[src/rtl/cbx_pkg.sv]
`default_nettype none
// ============================================================================
// cbx_pkg: shared helpers and default sizing for the cbx_param connection block
// Revision: 1.0
// ============================================================================
package cbx_pkg;

    function automatic int clog2(input int value);
        int r;
        r = 0;
        while ((1 << r) < value) r++;
        return r;
    endfunction

    function automatic int tap(input int i, input int k, input int stride, input int chan_w);
        return (i + k * stride) % chan_w;
    endfunction

    localparam int CHAN_W_DEF   = 20;
    localparam int NUM_IPIN_DEF = 9;
    localparam int MUX_SIZE_DEF = 10;
    localparam int STRIDE_DEF   = 2;
    localparam int SEL_W        = clog2(MUX_SIZE_DEF);
    localparam int CFG_BITS     = NUM_IPIN_DEF * SEL_W;

endpackage
`default_nettype wire

[src/rtl/cbx_cfg_chain.sv]
`default_nettype none
// ============================================================================
// cbx_cfg_chain: shadow shift chain, bit counter and atomic commit into the
// active configuration register. Optional readback under CBX_READBACK_EN.
// Revision: 1.0
// ============================================================================
module cbx_cfg_chain
    import cbx_pkg::*;
#(
    parameter int CFG_LEN = CFG_BITS
) (
    input  logic               prog_clk,
    input  logic               pReset_n,
    input  logic               config_enable_i,
    input  logic               ccff_head_i,
    input  logic               commit_i,
`ifdef CBX_READBACK_EN
    input  logic               readback_i,
`endif
    output logic [CFG_LEN-1:0] active_o,
    output logic               cfg_valid_o,
    output logic               cfg_count_err_o,
    output logic               ccff_tail_o
);

    localparam int                CNT_W    = clog2(CFG_LEN + 2);
    localparam logic [CNT_W-1:0]  CNT_FULL = CNT_W'(CFG_LEN);
    localparam logic [CNT_W-1:0]  CNT_SAT  = CNT_W'(CFG_LEN + 1);

    logic [CFG_LEN-1:0] chain_q, chain_d;
    logic [CFG_LEN-1:0] active_q, active_d;
    logic [CNT_W-1:0]   cnt_q, cnt_d;
    logic               tail_q, tail_d;
    logic               valid_q, valid_d;
    logic               err_q, err_d;

    // Shifting has priority; commit and readback are only seen while idle.
    always_comb begin
        chain_d  = chain_q;
        active_d = active_q;
        cnt_d    = cnt_q;
        tail_d   = tail_q;
        valid_d  = valid_q;
        err_d    = err_q;
        if (config_enable_i) begin
            chain_d = {chain_q[CFG_LEN-2:0], ccff_head_i};
            tail_d  = chain_q[CFG_LEN-1];
            if (cnt_q != CNT_SAT) cnt_d = cnt_q + 1'b1;
        end else if (commit_i) begin
            cnt_d = '0;
            if (cnt_q == CNT_FULL) begin
                active_d = chain_q;
                valid_d  = 1'b1;
                err_d    = 1'b0;
            end else begin
                err_d    = 1'b1;
            end
        end
`ifdef CBX_READBACK_EN
        else if (readback_i) begin
            chain_d = active_q;
            cnt_d   = '0;
        end
`endif
    end

    always_ff @(posedge prog_clk or negedge pReset_n) begin
        if (!pReset_n) begin
            chain_q  <= '0;
            active_q <= '0;
            cnt_q    <= '0;
            tail_q   <= 1'b0;
            valid_q  <= 1'b0;
            err_q    <= 1'b0;
        end else begin
            chain_q  <= chain_d;
            active_q <= active_d;
            cnt_q    <= cnt_d;
            tail_q   <= tail_d;
            valid_q  <= valid_d;
            err_q    <= err_d;
        end
    end

    assign active_o        = active_q;
    assign cfg_valid_o     = valid_q;
    assign cfg_count_err_o = err_q;
    assign ccff_tail_o     = tail_q;

endmodule
`default_nettype wire

[src/rtl/cbx_param.sv]
`default_nettype none
// ============================================================================
// cbx_param: parametrised X-channel connection block with track feedthroughs
// and NUM_IPIN routing muxes. Optional macro: CBX_READBACK_EN (readback port).
// Revision: 1.0
// ============================================================================
module cbx_param
    import cbx_pkg::*;
#(
    parameter int CHAN_W   = CHAN_W_DEF,
    parameter int NUM_IPIN = NUM_IPIN_DEF,
    parameter int MUX_SIZE = MUX_SIZE_DEF,
    parameter int STRIDE   = STRIDE_DEF
) (
    input  logic                prog_clk,
    input  logic                pReset_n,
    input  logic                config_enable,
    input  logic                ccff_head,
    input  logic                commit,
`ifdef CBX_READBACK_EN
    input  logic                readback,
`endif
    input  logic [CHAN_W-1:0]   chanx_left_in,
    input  logic [CHAN_W-1:0]   chanx_right_in,
    output logic [CHAN_W-1:0]   chanx_left_out,
    output logic [CHAN_W-1:0]   chanx_right_out,
    output logic [NUM_IPIN-1:0] ipin_out,
    output logic                ccff_tail,
    output logic                cfg_valid,
    output logic                cfg_count_err,
    output logic                sel_range_err
);

    localparam int                 SEL_WIDTH = clog2(MUX_SIZE);
    localparam int                 CHAIN_LEN = NUM_IPIN * SEL_WIDTH;
    localparam int                 MUX_PAD   = 1 << SEL_WIDTH;
    localparam logic [SEL_WIDTH:0] SEL_LIMIT = (SEL_WIDTH + 1)'(MUX_SIZE);

    logic [CHAIN_LEN-1:0] active;
    logic [NUM_IPIN-1:0]  range_hit;

    assign chanx_left_out  = chanx_right_in;
    assign chanx_right_out = chanx_left_in;

    cbx_cfg_chain #(
        .CFG_LEN (CHAIN_LEN)
    ) u_cfg_chain (
        .prog_clk        (prog_clk),
        .pReset_n        (pReset_n),
        .config_enable_i (config_enable),
        .ccff_head_i     (ccff_head),
        .commit_i        (commit),
`ifdef CBX_READBACK_EN
        .readback_i      (readback),
`endif
        .active_o        (active),
        .cfg_valid_o     (cfg_valid),
        .cfg_count_err_o (cfg_count_err),
        .ccff_tail_o     (ccff_tail)
    );

    generate
        for (genvar i = 0; i < NUM_IPIN; i++) begin : g_ipin
            logic [SEL_WIDTH-1:0] sel;
            logic [MUX_PAD-1:0]   mux_in;

            assign sel = active[i*SEL_WIDTH +: SEL_WIDTH];

            // Even mux inputs take the left track, odd ones the right track.
            for (genvar k = 0; k < MUX_SIZE / 2; k++) begin : g_tap
                localparam int T = tap(i, k, STRIDE, CHAN_W);
                assign mux_in[2*k]   = chanx_left_in[T];
                assign mux_in[2*k+1] = chanx_right_in[T];
            end
            if (MUX_PAD > MUX_SIZE) begin : g_pad
                assign mux_in[MUX_PAD-1:MUX_SIZE] = '0;
            end

            assign range_hit[i] = ({1'b0, sel} >= SEL_LIMIT);
            assign ipin_out[i]  = cfg_valid & ~range_hit[i] & mux_in[sel];
        end
    endgenerate

    assign sel_range_err = cfg_valid & (|range_hit);

endmodule
`default_nettype wire

[config.mk]
export PLATFORM = sky130hd
export DESIGN_NAME = cbx_param
export DESIGN_NICKNAME = d
export VERILOG_FILES = /design/src/rtl/cbx_pkg.sv /design/src/rtl/cbx_cfg_chain.sv /design/src/rtl/cbx_param.sv
export SDC_FILE = /design/constraint.sdc
export NUM_CORES = 1
export LEC_CHECK = 0
export BUFFER_PORTS_ARGS = -buffer_cell sky130_fd_sc_hd__buf_2
export CORE_MARGIN = 2
export CORE_UTILIZATION = 59
export CTS_BUF_LIST = sky130_fd_sc_hd__clkbuf_16
export CTS_CLUSTER_SIZE = 12
export DETAILED_ROUTE_END_ITERATION = 16
export PLACE_DENSITY = 0.85
export SLEW_MARGIN = 10
export SYNTH_ARGS = -nofsm -noshare
export SYNTH_HDL_FRONTEND = slang
export SYNTH_HIERARCHICAL = 1
export SYNTH_SLANG_ARGS = --single-unit
[constraint.sdc]
create_clock -name prog_clk -period 2.73 [get_ports prog_clk]
set_input_delay 0.1365 -clock prog_clk [delete_from_list [all_inputs] [get_ports prog_clk]]
set_output_delay 0.1365 -clock prog_clk [all_outputs]
set_load 0.01 [all_outputs]
**Word-level counts from Yosys, hierarchy flattened**

Cells that the tools add are included.

- $add $sub $neg: 1
- $lt $le $gt $ge: 18
- Eq/ne operators: 3
- Muxes and demuxes: 22
- Bitwise logic cells: 29
- Reductions and logical operators: 5

Operators by type and width:

| kind | count |
|---|---|
| $lt 4x5->1 const B | 9 |
| $bmux 1 s4 | 9 |
| $ge 4x4->1 const B | 9 |
| $and 1x1->1 | 19 |
| $mux 6 | 3 |
| $mux 1 | 10 |
| $not 1->1 | 10 |
| $reduce_or 9->1 | 1 |
| $add 6x1->6 const B | 1 |
| $eq 6x6->1 const B | 1 |
| $ne 6x6->1 const B | 1 |
| $reduce_and 2->1 | 2 |
| $reduce_and 3->1 | 1 |
| $ne 2x1->1 const B | 1 |
| $reduce_bool 2->1 | 1 |

- Flip-flop bits (word level): 81
- Output and inout port bits: 53
- Logic and storage cells: 84

**Depth between registers and ports, before layout**

- Depth in word-level cells: 4
- Gate-level depth with buffers: 6
- Gate-level depth less buffers: 5

**Hierarchy**

Netlist, hierarchy kept.

By module, submodules not included:

| module | times used | cells an instance | area each (um^2) |
|---|---|---|---|
| cbx_cfg_chain | 1 | 202 | 3268.1 |
| cbx_param | 1 | 135 | 1172.4 |

**Worst setup path after synthesis**

No wires, ideal clock.

- Kind: register to register
- Start: reg u_cfg_chain.cnt_q[3]
- End: reg u_cfg_chain.active_q[17] (netlist: u_cfg_chain/active_o[17])
- Library setup time: 0.125 ns
- Arrival: 1.545 ns
- Data required time: 2.605 ns
- Setup slack: 1.060 ns
- Stages on the path, launching flop included: 7
- Path through: dfrtp_1 -> buf_6 -> and4bb_1 -> and3_4 -> buf_8 -> buf_12 -> mux2_4

- Longest elaborated chain between the ends: 2

RTL lines:

| element | line | text |
|---|---|---|
| from (decl) | cbx_cfg_chain.sv:32 | `logic [CNT_W-1:0] cnt_q, cnt_d;` |
| from (signal assigned) | cbx_cfg_chain.sv:78 | `cnt_q <= cnt_d;` |
| $eq 6x6->1 | cbx_cfg_chain.sv:51 | `if (cnt_q == CNT_FULL) begin` |
| $reduce_and 3->1 (no source line) | - |  |
| to (signal assigned) | cbx_cfg_chain.sv:77 | `active_q <= active_d;` |
| to (decl) | cbx_cfg_chain.sv:31 | `logic [CFG_LEN-1:0] active_q, active_d;` |

No other way between the ends.
A chain may end at the register's enable or synchronous reset.

**Final worst setup path**

- Start: reg u_cfg_chain.active_q[32] (netlist: u_cfg_chain/active_o[32])
- End: out ipin_out[8]

- Longest elaborated chain between the ends: 4
- Elaborated cells between the ends (all ways): 6
- Those cells by class: order compare (1); mux (2); bitwise (3)

RTL lines:

| element | line | text |
|---|---|---|
| $ge 4x4->1 | cbx_param.sv:79 | `assign range_hit[i] = ({1'b0, sel} >= SEL_LIMIT);` |
| $not 1->1 | cbx_param.sv:80 | `assign ipin_out[i] = cfg_valid & ~range_hit[i] & mux_in[sel];` |
| $and 1x1->1 | cbx_param.sv:80 |  |
| $and 1x1->1 * | cbx_param.sv:80 |  |
| to (decl) | cbx_param.sv:27 | `output logic [NUM_IPIN-1:0] ipin_out,` |

Every way passes the cells marked *; elsewhere a longest branch is shown, timed or not. The select of a mux whose other input is x is not followed.

==> summary.txt <==
Final #Nets = 431
launch point of the worst reg-to-reg path = u_cfg_chain/cnt_q[3]
dominant cell type by area after synthesis = dfrtp_1
I/O pins = 98
Die Y-Extent = 90.8 µm
most repeated cell in the gate-level netlist after synthesis = dfrtp_1
layout cells sized above 1 = 47.9%
weighted congestion reported at the end of routability-driven placement = 0.788
number of iterations in the first detailed-routing pass = 4
DR WL met3 = 427 µm
ranking of synthesized cells by area = dfrtp_1, mux2_2, buf_4
path type of the worst setup path = register to output pin
Synth Net Count = 385
end-of-flow core utilization = 67.7%
wire length per cell after detailed routing = 17.5 µm
initial antenna violation count = 0
r2r setup slk = 0.74 ns
fill cell count = 518
die span in x = 90.8 µm
Max stage delay cell, worst path = mux4_2
Crit path required time = 2.59 ns
measured slew at the worst slew-check pin = 0.981 ns
via count of the first global-routing pass = 2,795
Routed met2 length = 4240 µm
post-synthesis instance area = 4440 µm²
global-route wire length before repair = 13,900 µm
hold violation total from the final report = 0
Non-Filler Instances = 487
Via-to-Cell Ratio = 5.88
number of distinct library cells after synthesis = 38
clock network fraction of total power = 38.4%
total clock sinks = 81
number of placed instances, taps included = 470
critical path capture point type = output pin
time the worst path needs with I/O delays and setup = 2.06 ns
Syn-to-layout area delta = 10.6%
drt first-iter violations = 129
VDD IR-drop max = 0.000389 V
Final setup violation count = 0
Leakage = 2.34 nW
via total after detailed routing = 2,865
setup total negative slack = 0 ns
aggregate routed wire length = 8520 µm
largest incremental delay on the critical path = 0.55 ns
number of input and output port buffers inserted = 85
antenna cell count = 0
overall track demand over capacity in global routing = 21.4%
clock latency at the later pin of the worst-skew pair = 0.33 ns
share of the clock period used by the worst path = 75.5%
buffers plus inverters on the worst setup path = 1
storage element area = 2030 µm²
setup repair after global routing missed its margin = false
maximum frequency from static timing analysis = 485 MHz
area of the core = 7250 µm²
H-tree depth = 3
combinational cell fraction of total power = 12.3%
pin count of the biggest net entering global routing = 82
DR top layer = met4
kind of path behind the tightest hold check = input pin to register
post-route ant nets = 0
most instantiated flip-flop cell in the synthesis netlist = dfrtp_1
synth warn = 6
DRC violation count after routing = 0
GR Overflow Total = 0
Rows = 31
average instance area after synthesis = 13.2 µm²
worst slew margin relative to its limit = 34.6%
outcome = finished, final reports clean
Worst Min Path Start = ccff_head
multi-input combinational cell area = 2000 µm²
cell internal pwr = 2.34 mW
Seq/Total Area, Yosys = 45.6%
clock edge transition at the registers on the reported setup and hold paths = 0.06 ns
M1 wire length = 3740 µm
number of post-CTS setup repair buffers = 0
Net Sw Frac = 26.1%
sequential share of power = 49.4%
arrival time reported for the critical path endpoint = 1.93 ns
Initial Utilization = 61.2%
number of enable flip-flop cells after synthesis = 0
post-synthesis async set-or-reset flop share = 100%
launching element of the worst setup path = u_cfg_chain/active_o[32]
Max FO, Critical Path = 5
cts bufs inserted = 9
count of maximum capacitance violations = 0
clock tree skew after final layout = 0.00480 ns
Post-synth top cells = dfrtp_1, mux2_2, buf_4, mux2i_1, o21ai_0
detailed placer's ending HPWL = 5800 µm
floorplan die area = 8240 µm²
area fraction of the dominant cell type after synthesis = 45.6%
number of instances in the synthesized netlist = 337
clk root buf = clkbuf_16
TritonCTS clock tree = yes
maximum buffer depth of the clock tree = 2
total of flip-flops plus latches after synthesis = 81
number of slew-limit violations in the final report = 0
Worst path top cell family by delay = multiplexers
cell-by-cell listing of the critical path = mux4_2 -> and3b_1 -> o211a_1 -> buf_2
sw power = 0.824 mW
power per unit of standard cell area = 644 nW/µm²
critical path launch point type = register
[final cells by class]
class,instances,area share [%]
sequential,81,41.3
multi-input combinational,200,40.7
timing repair buffer,87,9.07
clock buffer,9,4.58
tap,99,2.52
clock inverter,7,1.60
inverter,4,0.306
[routing by layer]
metal / track usage (%) / up-vias
met4: 7.44 / 0
met2: 36.1 / 98
met5: 0 / -
li1: - / 1324
met3: 3.51 / 12
met1: 28.2 / 1431
[final timing paths]
| path | depth (start not counted) | end |
|---|---|---|
| setup / recovery | 4 | ipin_out[8] |
| hold / removal | 2 | u_cfg_chain/chain_q[0] |
| setup reg to reg | 3 | u_cfg_chain/active_o[12] |
| hold reg to reg | 2 | u_cfg_chain/cfg_count_err_o |
| max in group asynchronous | 2 | u_cfg_chain/active_o[18] |
| min in group asynchronous | 2 | u_cfg_chain/chain_q[33] |
[sequential cells by signal, indices dropped and copies added (netlist names)]
register	flops
u_cfg_chain/ccff_tail_o	1
u_cfg_chain/chain_q	36
u_cfg_chain/active_o	36
u_cfg_chain/cfg_count_err_o	1
u_cfg_chain/cnt_q	6
u_cfg_chain/cfg_valid_o	1
[cell usage in the layout, fill, tap and decap left out, types with 12 or more instances in the layout]
master   netlist  final
buf_2          1     84
dfrtp_1       81     81
mux2_2        55     55
mux2i_1       27     27
o21ai_0       20     20
mux2_4        18     18
nor2_1        12     12
[power by group through the flow]
stage               Clock [mW]  Sequential (mW)  Combinational (mW)
finish                    1.21             1.56               0.387
global route              1.28             1.59               0.426
CTS                       1.23             1.56               0.395
detailed placement           0             1.58               0.388
global placement             0             1.56               0.366
floorplan                    0             1.51               0.310
[stage by stage]
stage	power (mW)	area (µm²)	hold slack [ns]	worst slack [ns]
5_1_grt	3.30	4910	0.0373	0.607
4_1_cts	3.18	4910	0.0309	0.657
6_report	3.16	4910	0.0382	0.668
2_1_floorplan	1.82	4440	-0.159	1.06
3_3_place_gp	1.92	4600	0.273	0.839
3_5_place_dp	1.97	4600	0.273	0.755
[kinds of logic after synthesis]
group,after synthesis,synth area share (%)
mux,109,30.7
fa+ha+maj,3,0.845
compound gates,49,8.00
flops,81,45.6
simple gates,39,5.44
buf+inv,56,9.38
[timing repair]
item	in CTS	in global routing
hold endpoints to repair	7	0
hold buffers	1	0
endpoints found under the setup margin	0	0
gates resized for setup	0	0
No activity file was read; power rests on OpenSTA's default activity.
